--- config.mk ---
export PLATFORM = sky130hd
export DESIGN_NAME = vape_region_ctrl
export DESIGN_NICKNAME = d
export VERILOG_FILES = /design/src/rtl/vape_region_ctrl_pkg.sv /design/src/rtl/vape_region_regfile.sv /design/src/rtl/vape_region_ctrl.sv
export SDC_FILE = /design/constraint.sdc
export NUM_CORES = 1
export LEC_CHECK = 0
export CORE_UTILIZATION = 36
export DETAILED_ROUTE_END_ITERATION = 16
export SLEW_MARGIN = 20
export SYNTH_ARGS = -nofsm -noshare
export SYNTH_HDL_FRONTEND = slang
export SYNTH_SLANG_ARGS = --single-unit
--- constraint.sdc ---
create_clock -name clk -period 7.6 [get_ports clk]
set_input_delay 1.52 -clock clk [delete_from_list [all_inputs] [get_ports clk]]
set_output_delay 1.52 -clock clk [all_outputs]
set_load 0.01 [all_outputs]
--- src/rtl/vape_region_ctrl_pkg.sv ---
// Shared constants for the VAPE region controller: state codes, register map, CTRL/STATUS bits.
// Latency: none (definitions only).
// Backpressure: none.
package vape_region_ctrl_pkg;

    typedef enum logic [2:0] {
        ST_CONFIG  = 3'd0,
        ST_ARMED   = 3'd1,
        ST_RUNNING = 3'd2,
        ST_DONE    = 3'd3,
        ST_FAULT   = 3'd4
    } state_t;

    localparam logic [15:0] VAPE_META_BASE = 16'h0140;
    localparam int          NUM_REGS       = 5;

    localparam logic [2:0] OFF_ER_MIN = 3'd0;
    localparam logic [2:0] OFF_ER_MAX = 3'd1;
    localparam logic [2:0] OFF_OR_MIN = 3'd2;
    localparam logic [2:0] OFF_OR_MAX = 3'd3;
    localparam logic [2:0] OFF_CTRL   = 3'd4;

    localparam int CTRL_ARM_BIT = 0;
    localparam int CTRL_CLR_BIT = 1;

endpackage

--- src/rtl/vape_region_regfile.sv ---
// Bound registers with lock-gated write decode and a registered read port.
// Latency: writes land on the strobe edge; data_dout valid the cycle after data_rd.
// Backpressure: none, single-cycle bus access always accepted or silently dropped.
module vape_region_regfile
    import vape_region_ctrl_pkg::*;
#(
    parameter logic [15:0] META_BASE = VAPE_META_BASE
) (
    input  logic        clk,
    input  logic        rst_n,
    input  logic [15:0] data_addr,
    input  logic        data_wr,
    input  logic        data_rd,
    input  logic [15:0] data_din,
    input  logic        locked,
    input  logic [15:0] status,
    output logic [15:0] data_dout,
    output logic [15:0] er_min,
    output logic [15:0] er_max,
    output logic [15:0] or_min,
    output logic [15:0] or_max,
    output logic        ctrl_wr,
    output logic        bound_wr
);

    logic [14:0] word_off;
    logic        in_win;
    logic [15:0] rd_mux;

    // Offset relative to the window; out-of-window addresses wrap to large values.
    assign word_off = data_addr[15:1] - META_BASE[15:1];
    assign in_win   = (word_off < 15'(NUM_REGS));
    assign ctrl_wr  = data_wr && in_win && (word_off[2:0] == OFF_CTRL);
    assign bound_wr = data_wr && in_win && (word_off[2:0] != OFF_CTRL);

    always_ff @(posedge clk or negedge rst_n) begin
        if (!rst_n) begin
            er_min <= '0;
            er_max <= '0;
            or_min <= '0;
            or_max <= '0;
        end else if (bound_wr && !locked) begin
            case (word_off[2:0])
                OFF_ER_MIN: er_min <= data_din;
                OFF_ER_MAX: er_max <= data_din;
                OFF_OR_MIN: or_min <= data_din;
                OFF_OR_MAX: or_max <= data_din;
                default:    ;
            endcase
        end
    end

    always_comb begin
        rd_mux = '0;
        case (word_off[2:0])
            OFF_ER_MIN: rd_mux = er_min;
            OFF_ER_MAX: rd_mux = er_max;
            OFF_OR_MIN: rd_mux = or_min;
            OFF_OR_MAX: rd_mux = or_max;
            OFF_CTRL:   rd_mux = status;
            default:    rd_mux = '0;
        endcase
    end

    always_ff @(posedge clk or negedge rst_n) begin
        if (!rst_n)
            data_dout <= '0;
        else if (data_rd && in_win)
            data_dout <= rd_mux;
    end

endmodule

--- src/rtl/vape_region_ctrl.sv ---
// VAPE region controller: bound config/lock, ER run tracking, sticky done/fault status (irq under VAPE_CTRL_IRQ_EN).
// Latency: state, done/fault and irq update on the edge that samples the trigger; read data one cycle after data_rd.
// Backpressure: none; bound writes while locked are dropped (and fault the run when armed).
module vape_region_ctrl
    import vape_region_ctrl_pkg::*;
#(
    parameter logic [15:0] META_BASE     = VAPE_META_BASE,
    parameter logic [15:0] RESET_HANDLER = 16'h0000
) (
    input  logic        clk,
    input  logic        rst_n,
    input  logic [15:0] pc,
    input  logic [15:0] data_addr,
    input  logic        data_wr,
    input  logic        data_rd,
    input  logic [15:0] data_din,
    output logic [15:0] data_dout,
    input  logic        exec_in,
    output logic [15:0] ER_min,
    output logic [15:0] ER_max,
    output logic [15:0] OR_min,
    output logic [15:0] OR_max,
    output logic        locked,
    output logic        done,
    output logic        fault,
    output logic        irq
);

    state_t      state_q, state_d;
    logic [15:0] prev_pc;
    logic        exec_q;
    logic        done_q, fault_q;
    logic        ctrl_wr, bound_wr;
    logic        arm_req, clr_req;
    logic        bounds_ok, pc_in_er, exec_fell;
    logic [15:0] status;

    assign locked    = (state_q != ST_CONFIG);
    assign done      = done_q;
    assign fault     = fault_q;
    assign status    = {10'd0, locked, fault_q, done_q, state_q};

    // ARM together with CLR is treated as CLR only.
    assign clr_req   = ctrl_wr && data_din[CTRL_CLR_BIT];
    assign arm_req   = ctrl_wr && data_din[CTRL_ARM_BIT] && !data_din[CTRL_CLR_BIT];
    assign bounds_ok = (ER_min <= ER_max) && (OR_min < OR_max);
    assign pc_in_er  = (pc >= ER_min) && (pc <= ER_max);
    assign exec_fell = exec_q && !exec_in;

    vape_region_regfile #(
        .META_BASE (META_BASE)
    ) u_regfile (
        .clk       (clk),
        .rst_n     (rst_n),
        .data_addr (data_addr),
        .data_wr   (data_wr),
        .data_rd   (data_rd),
        .data_din  (data_din),
        .locked    (locked),
        .status    (status),
        .data_dout (data_dout),
        .er_min    (ER_min),
        .er_max    (ER_max),
        .or_min    (OR_min),
        .or_max    (OR_max),
        .ctrl_wr   (ctrl_wr),
        .bound_wr  (bound_wr)
    );

    always_comb begin
        state_d = state_q;
        if (pc == RESET_HANDLER) begin
            state_d = ST_CONFIG;
        end else if (clr_req) begin
            state_d = ST_CONFIG;
        end else begin
            case (state_q)
                ST_CONFIG: begin
                    if (arm_req)
                        state_d = bounds_ok ? ST_ARMED : ST_FAULT;
                end
                ST_ARMED: begin
                    // Landing inside the ER anywhere but its entry point skips the prologue.
                    if (bound_wr)
                        state_d = ST_FAULT;
                    else if (pc == ER_min)
                        state_d = ST_RUNNING;
                    else if ((pc > ER_min) && (pc <= ER_max))
                        state_d = ST_FAULT;
                end
                ST_RUNNING: begin
                    if (exec_fell)
                        state_d = ST_FAULT;
                    else if (!pc_in_er)
                        state_d = ((prev_pc == ER_max) && exec_in) ? ST_DONE : ST_FAULT;
                end
                default: ;
            endcase
        end
    end

    always_ff @(posedge clk or negedge rst_n) begin
        if (!rst_n) begin
            state_q <= ST_CONFIG;
            prev_pc <= '0;
            exec_q  <= 1'b0;
            done_q  <= 1'b0;
            fault_q <= 1'b0;
        end else begin
            state_q <= state_d;
            prev_pc <= pc;
            exec_q  <= exec_in;
            if (clr_req) begin
                done_q  <= 1'b0;
                fault_q <= 1'b0;
            end else begin
                if ((state_d == ST_DONE) && (state_q != ST_DONE))
                    done_q <= 1'b1;
                if ((state_d == ST_FAULT) && (state_q != ST_FAULT))
                    fault_q <= 1'b1;
            end
        end
    end

`ifdef VAPE_CTRL_IRQ_EN
    logic irq_q;
    logic entering_end;

    assign entering_end = ((state_d == ST_DONE) || (state_d == ST_FAULT)) && (state_d != state_q);

    always_ff @(posedge clk or negedge rst_n) begin
        if (!rst_n)
            irq_q <= 1'b0;
        else
            irq_q <= entering_end;
    end

    assign irq = irq_q;
`else
    assign irq = 1'b0;
`endif

endmodule

## After elaboration in Yosys (flattened, before gate mapping)

Index checks and enable logic that the tools add are counted.

| operators by class | value |
|---|---|
| $add $sub $neg | 1 |
| magnitude comparators | 6 |
| equality and inequality tests | 13 |
| multiplexer cells | 16 |
| reduce and logical (&&, ||, !) cells | 28 |

Operators with widths:

| operator | count |
|---|---|
| 16-bit case mux with 5 select lines | 1 |
| 16-bit == test | 2 |
| 16-bit <= comparator | 2 |
| 3-bit 2-to-1 mux | 10 |
| 16-bit greater-or-equal comparator | 1 |
| 16-bit greater-than comparator | 1 |
| 16-bit zero test | 1 |
| 16-bit less-than comparator | 1 |
| 1-bit logical AND | 15 |
| 15-bit by 3-bit less-than comparator with 1-bit output, second input constant | 1 |
| 15-bit by 8-bit subtractor with 15-bit output, second input constant | 1 |
| 3-bit by 2-bit == test with 1-bit output, second input constant | 4 |
| 3-bit case mux with 3 select lines | 1 |
| 2-bit AND reduction | 4 |
| 3-bit by 1-bit == test with 1-bit output, second input constant | 2 |
| 3-bit == test, second input constant | 2 |
| 3-bit zero test | 2 |
| 3-bit != test, second input constant | 2 |
| 1-bit 2-to-1 mux | 4 |
| 2-bit nonzero test | 2 |
| 1-bit zero test | 3 |
| 3-bit by 2-bit != test with 1-bit output, second input constant | 1 |
| 3-bit nonzero test | 1 |

| storage, ports and cells | value |
|---|---|
| flip-flop bits (word level) | 102 |
| bits of input ports | 53 |
| logic and storage cells | 74 |

## Logic depth before layout (Yosys ltp)

Gate-level depths: netlist of the first run.

| logic depth | value |
|---|---|
| depth after elaboration | 14 |
| mapped depth | 11 |
| depth with buffers taken out | 11 |

## Modules after synthesis

Synthesis of the first run repeated with hierarchy kept, for this count alone.

| second synthesis, totals | value |
|---|---|
| cells, all modules | 565 |
| area, all modules | 6343.6 µm² |

By module, submodules not included:

| module | instances | cells an instance | area each (µm²) | seq. area each (µm²) |
|---|---|---|---|---|
| vape_region_regfile | 1 | 270 | 3789.9 | 2001.9 |
| vape_region_ctrl | 1 | 295 | 2553.7 | 550.5 |

## Worst setup path before layout of the first run

No wires, ideal clock.

| timing | value |
|---|---|
| path kind | in2reg |
| start | input pc[14] |
| end | register fault_q, in the netlist fault |
| library setup time | 0.092 ns |
| data arrival time | 3.613 ns |
| path slack | 3.895 ns |
| stages on the path | 10 |
| buffers on the path | 0 |
| cells stage by stage | ha_1 -> a21oi_2 -> nand2_1 -> a221o_1 -> o31a_1 -> a21o_1 -> a32o_1 -> o31ai_2 -> a21oi_2 -> o31ai_2 |

| between the ends | value |
|---|---|
| cells in the longest elaborated chain, start to end | 11 |
| elaborated cells between the ends (all ways) | 18 |
| those cells by class | order compare: 3; eq/ne: 2; mux: 8; reduce/logical: 5 |

Ends and longest elaborated chain:

| item | RTL line | RTL |
|---|---|---|
| start, declared | vape_region_ctrl.sv:12 | `input logic [15:0] pc,` |
| 16-bit greater-than comparator or 16-bit <= comparator (tied branches) | vape_region_ctrl.sv:88, vape_region_ctrl.sv:47 |  |
| 1-bit logical AND | vape_region_ctrl.sv:88 | `else if ((pc > ER_min) && (pc <= ER_max))` |
| 3-bit 2-to-1 mux | vape_region_ctrl.sv:88 |  |
| 3-bit 2-to-1 mux | vape_region_ctrl.sv:86 | `else if (pc == ER_min)` |
| 3-bit 2-to-1 mux | vape_region_ctrl.sv:84 | `if (bound_wr)` |
| 3-bit case mux with 3 select lines | vape_region_ctrl.sv:77 | `case (state_q)` |
| 3-bit 2-to-1 mux | vape_region_ctrl.sv:74 | `end else if (clr_req) begin` |
| 3-bit 2-to-1 mux * | vape_region_ctrl.sv:72 | `if (pc == RESET_HANDLER) begin` |
| via state_d[0] | vape_region_ctrl.sv:29 | `state_t state_q, state_d;` |
| 3-bit == test * | vape_region_ctrl.sv:119 | `if ((state_d == ST_FAULT) && (state_q != ST_FAULT))` |
| 1-bit logical AND * | vape_region_ctrl.sv:119 |  |
| 2-bit nonzero test (no source line) * | - |  |
| end signal, assigned | vape_region_ctrl.sv:108 | `fault_q <= 1'b0;` |
| end signal, assigned | vape_region_ctrl.sv:115 | `fault_q <= 1'b0;` |
| end signal, assigned | vape_region_ctrl.sv:120 | `fault_q <= 1'b1;` |
| end, declared | vape_region_ctrl.sv:32 | `logic done_q, fault_q;` |

The timed path passes the listed nets; every way through them passes the cells marked *.
A chain may end at the register's enable or synchronous reset.

## Worst setup path after layout of the first run

Ends and elaborated chain as after synthesis.

==> summary.txt, run 1 <==
Layout
  – Filler cell count: 1517
  – Nets: 797
  – Ratio of cells with drive above 1 in the final layout: 15.0%
  – Most common cell after layout, fill and taps aside: clkdlybuf4s50_1
  – Number of diodes: 0
  – Non-filler instance count after layout: 906
  – Area Growth Syn to Fin: 31.9%
  – Most frequent cells in the layout: clkdlybuf4s50_1 (133), dfrtp_1 (102), mux2_2 (65)
  – FF+latch area: 2550 sq um
  – Area taken by multi-input logic gates: 3220 sq um

Worst hold path
  – Hold Crit Start: u_regfile.data_dout[2]
  – Hold WC Path Type: register to register

Clock tree
  – Post-cts resize count: 0
  – CTS tree: built
  – Root Buffer: clkbuf_16
  – Hold_buf cts: 0
  – Post-CTS Repair Setup Buffers: 0
  – Cts bufs inserted: 9
  – Clk sinks: 102
  – Clk_lat worst skew: 0.36 ns
  – Clk buf depth: 2
  – Clock transition at the registers of the reported paths: 0.07 ns
  – H-tree lvl count: 3

Drt
  – Via count: 4917
  – DR WL met3: 1.10 mm
  – Drt first pass iters: 8
  – Vias per cell: 5.43
  – DRT Wirelength: roughly 18 mm
  – M1 wire length: 8.10 mm
  – Wirelength per Cell: 20.3 microns
  – Residual DRC: 0
  – Routed met2 length: 8.69 mm
  – Antenna Nets Post-Route: 0
  – Initial drt markers: 309
  – Top routing layer used: met4

Yosys
  – Yosys reg bits: 102
  – Yosys warning total: 0
  – Seq/Total Area, Yosys: about 42%
  – Synth Instances: 551
  – Post-synth EDFFs: 0
  – Synth Net Count: between 600 and 700
  – Synth unique cells: 51
  – Top_reg_cell synth: dfrtp_1
  – Netlist Area Pre-Place: 6050 sq um
  – Async SR Flop Fraction: between 90% and 100%
  – Synthesized area per cell: 11.0 sq um

Global routing
  – GR Util All Layers: between 20% and 30%
  – Vias in the first global route: around 5000
  – Initial antenna violation count: 0
  – Gr ovfl total: 0
  – First-pass GRT wire length: 28.5 mm
  – Largest net degree at the start of global routing: between 70 and 80

Placed design
  – DP Worst Slack: 3.11 ns
  – Final Wtd Congestion: 0.878
  – IO Port Bufs: 134
  – Dpl hpwl: around 14 mm
  – Cells after DPL: about 900

Pwr
  – Static Leakage: between 3 and 4 nW
  – Power density over the cells: 155 nW/um^2
  – Final total power: between 1 and 1.5 mW
  – Worst vdd rail ir drop: 0.000106 V

Setup path
  – CP Max Fanout: 4
  – Worst path max stage delay: 0.50 ns
  – Critical path arrival: between 4 and 5 ns
  – FF-to-FF Start: u_regfile.or_max[5]
  – CP endpoint kind: register
  – Slowest CP cell: clkdlybuf4s50_1
  – Critical path startpoint category: input port
  – Crit path required time: 7.87 ns
  – CP bufs+invs: 1
  – Worst setup path startpoint: pc[14]
  – Crit-path cells: clkdlybuf4s50_1 > ha_1 > nand4_1 > nor4_1 > nand4_1 > o31a_1 > a21o_1 > a32o_1 > o31ai_2 > a21oi_2 > o31ai_2
  – Crit Path Class: input port to register
  – Top delay family on crit path: compound AO/OA/AOI/OAI gates

STA
  – Endpoints failing hold: 0
  – Max Slew Vio Count: 0
  – F_max: ~240 MHz
  – Tcrit/Tclk final: 55.0%
  – Worst hold slack: slightly below 0.5 ns
  – Setup TNS: 0 ns
  – Slew HR: 29.6%
  – Setup Viol. Count Final: 0
  – RSZ-0062 raised after global routing: false
  – Slew at the pin closest to its max-slew limit: around 1.1 ns
  – Setup Skew: 0.00963 ns
  – Fin crit period: ~4.2 ns
  – Setup ws final: between 3 and 4 ns

Floorplanning
  – Die H: 132 microns
  – Die area: between 15000 and 20000 sq um
  – Starting Density: 36.7%
  – Site row count: 47
  – Ports: 137
  – Die Wd: 132 microns
  – Core ar.: 16500 sq um

Outcome
  – Status: finished, final reports clean

Run
  – Max-cap check violation count: 0
## power breakdown
group          switching [mW]  internal [mW]  total (mW)
Sequential            0.00947          0.551       0.561
Combinational          0.0673         0.0600       0.127
Clock                   0.211          0.342       0.553
Total                   0.287          0.954        1.24
## through the flow
stage                     utilization, %  instance area [sq um]
after CTS                           48.4                   7970
after floorplan                        -                   6050
after detailed placement            46.2                   7610
after global placement              46.2                   7610
final                               48.5                   7980
after global routing                48.5                   7980
## area by class of cell
type	instances	area share, %
Timing Repair Buffer	138	17.2
Clock buffer	12	3.21
Multi-Input combinational cell	378	40.4
Tap cell	220	3.45
Clock inverter	4	1.27
Sequential cell	102	32.0
Inverter	52	2.45
## cell families (layout without fill, tap and decap cells)
kind of cell    Yosys count  count (layout)  synth area share [%]
simple gates            117             117                  10.4
compound gates          106             106                  11.6
flops                   102             102                  42.2
mux                      75              75                  15.8
buf+inv                  71             206                  4.51
fa+ha+maj                63              63                  13.0
xor+xnor                 16              16                  2.32
other cells               1               1                0.0620
## cells in the mapped netlist, types with 6 or more instances
master / count / area share, %
nor4_1: 8 / 0.83
ha_1: 63 / 13
a22oi_1: 12 / 1.5
nand4_1: 15 / 1.6
nand3_1: 10 / 0.83
nor2b_1: 7 / 0.72
a21oi_1: 24 / 2.0
mux4_2: 10 / 3.7
mux2_2: 65 / 12
xnor2_1: 16 / 2.3
dfrtp_1: 102 / 42
clkbuf_1: 15 / 0.93
nand2_1: 37 / 2.3
a21o_1: 9 / 1.1
o21ai_0: 28 / 2.3
inv_1: 52 / 3.2
nand2b_1: 12 / 1.2
o22a_1: 6 / 0.87
nor2_1: 7 / 0.43
## tightest hold or removal path, stage by stage, from the launching register on
cell and delay, ns:
dfrtp_1 0.34, nand2_1 0.05, o21ai_0 0.06
## final timing paths
| path | endpoint | slack (ns) | cells past startpoint |
|---|---|---|---|
| setup reg to reg | fault | 4.47 | 10 |
| setup / recovery | fault | 3.42 | 11 |
| hold / removal | u_regfile.data_dout[2] | 0.49 | 2 |
| max in group asynchronous | u_regfile.data_dout[1] | 5.23 | 2 |
| hold reg to reg | u_regfile.data_dout[2] | 0.49 | 2 |
| min in group asynchronous | prev_pc[2] | 1.07 | 1 |
## routing by layer
metal | up-vias | GRT usage (%)
met1 | 2437 | 27.8
met3 | 29 | 5.32
met5 | - | 0
met4 | 0 | 7.69
li1 | 2264 | -
met2 | 187 | 35.7
## state kept, by name, summed over array words and instances (netlist names)
signal,count
u_regfile.data_dout,16
u_regfile.or_max,16
prev_pc,16
u_regfile.er_max,16
done,1
u_regfile.er_min,16
fault,1
u_regfile.or_min,16
state_q,3
exec_q,1
Power figures use the tool's default switching activity.
==> run 2: changes to the inputs <==
Clock period 7.6 ns to 3.4 ns, I/O delays scaled along.
==> run 2 against run 1 <==
- sequential power up 120%
- utilization up 1.8 points
- wire length up 3.9%
- power up 120%
- via count up 1.2%
- cell area up 3.7%
- combinational power up 140%
- critical endpoint unchanged
- largest cell class unchanged
- largest power group unchanged
- highest routed layer unchanged
==> summary.txt, run 2 (same netlist as run 1, synthesis figures left out) <==
STA
  – RSZ-0062 raised after global routing: false (unchanged)
  – Max Slew Vio Count: 0 (unchanged)
  – Setup Skew: 0.00580 ns (was 0.00963 ns)
  – F_max: 299 MHz
  – Setup ws final: 0.0572 ns (was 3.42 ns)
  – Tcrit/Tclk final: 98.3%
  – Slew at the pin closest to its max-slew limit: 0.605 ns (was 1.05 ns)
  – Setup Viol. Count Final: 0 (unchanged)
  – Slew HR: 59.3% (was 29.6%)
  – Endpoints failing hold: 0 (unchanged)
  – Fin crit period: 3.34 ns

Drt
  – Drt first pass iters: 6 (was 8)
  – DR WL met3: 901 microns (was 1.10 mm)
  – Via count: 4977 (was 4917)
  – Vias per cell: 5.25 (was 5.43)
  – Antenna Nets Post-Route: 0 (unchanged)
  – Routed met2 length: 9.48 mm (was 8.69 mm)
  – Top routing layer used: met4 (unchanged)
  – Residual DRC: 0 (unchanged)
  – Wirelength per Cell: 20.1 microns (was 20.3 microns)
  – M1 wire length: 8.20 mm (was 8.10 mm)
  – DRT Wirelength: 19.1 mm (was 18.4 mm)
  – Initial drt markers: 266 (was 309)

Floorplanning
  – Starting Density: 36.7% (unchanged)
  – Site row count: 47 (unchanged)
  – Die area: 17300 sq um (unchanged)
  – Ports: 137 (unchanged)
  – Core ar.: 16500 sq um (unchanged)
  – Die H: 132 microns (unchanged)
  – Die Wd: 132 microns (unchanged)

Layout
  – Non-filler instance count after layout: 948 (was 906)
  – Ratio of cells with drive above 1 in the final layout: 19.9% (was 15.0%)
  – Number of diodes: 0 (unchanged)
  – Most frequent cells in the layout: clkdlybuf4s50_1 (133), dfrtp_1 (102), mux2_2 (65) (unchanged)
  – Most common cell after layout, fill and taps aside: clkdlybuf4s50_1 (unchanged)
  – Final Util: 50.3% (was 48.5%)
  – Area Growth Syn to Fin: 36.8% (was 31.9%)
  – Nets: 839 (was 797)

Setup path
  – Worst reg-to-reg setup slack: 0.33 ns (was 4.47 ns)
  – FF-to-FF Start: u_regfile.er_max[13] (was u_regfile.or_max[5])
  – Worst r2r dst: fault (unchanged)
  – Critical Path End: fault (unchanged)
  – CP endpoint kind: register (unchanged)
  – Critical path startpoint category: input port (unchanged)
  – Worst setup path startpoint: pc[14] (unchanged)
  – Critical path arrival: 3.61 ns (was 4.45 ns)
  – CP Max Fanout: 4 (unchanged)
  – Reg2Reg Depth: 12 (was 10)
  – Crit path required time: 3.67 ns (was 7.87 ns)
  – Crit Path Class: input port to register (unchanged)

Clock tree
  – Cts bufs inserted: 9 (unchanged)
  – Clk buf depth: 2 (unchanged)
  – Hold_buf cts: 0 (unchanged)
  – H-tree lvl count: 3 (unchanged)
  – Clk_lat worst skew: 0.36 ns (about the same)
  – CTS tree: built (unchanged)
  – Clock transition at the registers of the reported paths: 0.07 ns (about the same)
  – Clk sinks: 102 (unchanged)
  – Root Buffer: clkbuf_16 (unchanged)

Global routing
  – GR Util All Layers: 23.2% (was 21.7%)
  – Gr ovfl total: 0 (unchanged)
  – First-pass GRT wire length: 30.3 mm (was 28.5 mm)
  – Vias in the first global route: 5325 (was 5085)
  – Largest net degree at the start of global routing: 74 (was 77)
  – Initial antenna violation count: 0 (unchanged)

Pwr
  – Static Leakage: 3.59 nW (was 3.40 nW)
  – Power density over the cells: 326 nW/um^2 (was 155 nW/um^2)
  – Final total power: 2.69 mW (was 1.24 mW)
  – Worst vdd rail ir drop: 0.000270 V (was 0.000106 V)

Placed design
  – Dpl hpwl: 14.9 mm (was 13.8 mm)
  – DP Worst Slack: -0.302 ns (was 3.11 ns)
  – IO Port Bufs: 134 (unchanged)
  – Final Wtd Congestion: 0.901 (was 0.878)
  – Cells after DPL: 932 (was 889)

Outcome
  – Status: finished, final reports clean (unchanged)

Worst hold path
  – Hold WC Path Type: input port to async pin (was register to register)

Run
  – Max-cap check violation count: 0 (unchanged)
==> run 2: report_power, final <==
| group | total (mW) | switching [mW] | internal, mW |
|---|---|---|---|
| Combinational | 0.310 | 0.158 | 0.152 |
| Clock | 1.13 | 0.481 | 0.648 |
| Sequential | 1.26 | 0.0236 | 1.23 |
| Total | 2.69 | 0.663 | 2.03 |
==> run 2: critical path: stages <==
cell and delay (ns):
clkdlybuf4s50_1 0.49, ha_1 0.37, nand4_1 0.20, nor4_2 0.37, buf_4 0.16, nand4_1 0.09
o31a_1 0.15, a21o_1 0.21, a32o_1 0.24, o31ai_2 0.27, a21oi_2 0.11, o31ai_2 0.27
==> run 2: cell type report <==
type,count,area [sq um]
multi-input combinational,378,3230
fill,1511,8190
clock buffer,11,233
sequential,102,2550
inverter,52,195
timing repair buffer,180,1710
tap,220,275
clock inverter,5,81.3
==> run 2: layer usage <==
metal / GRT usage, % / vias to the layer above
li1: - / 2349
met1: 28.7 / 2447
met2: 39.7 / 150
met3: 4.63 / 31
met4: 8.79 / 0
met5: 0 / -
==> run 2: worst min path at each step <==
stage	from	endpoint	slack [ns]	cells after the start
5_1_grt	rst_n	u_regfile.er_max[3]	0.27	1
4_1_cts	rst_n	u_regfile.er_max[3]	0.26	1
3_5_place_dp	u_regfile.data_dout[14]	u_regfile.data_dout[14]	0.47	2
3_3_place_gp	u_regfile.data_dout[0]	u_regfile.data_dout[0]	0.47	2
2_1_floorplan	rst_n	done	0.38	0
6_report	rst_n	u_regfile.er_max[3]	0.25	1
==> run 2: per-stage QoR <==
stage / hold slack, ns / TNS (ns) / cell area, sq um
floorplan: 0.384 / 0 / 6050
global placement: 0.475 / -0.577 / 7960
detailed placement: 0.475 / -0.741 / 7960
CTS: 0.259 / 0 / 8270
global route: 0.272 / 0 / 8280
finish: 0.251 / 0 / 8280
==> run 2: timing repair <==
action	in CTS	in global routing
endpoints found under the setup margin	0	2
resized for setup	0	2
hold endpoints to repair	0	0
buffers inserted	0	0
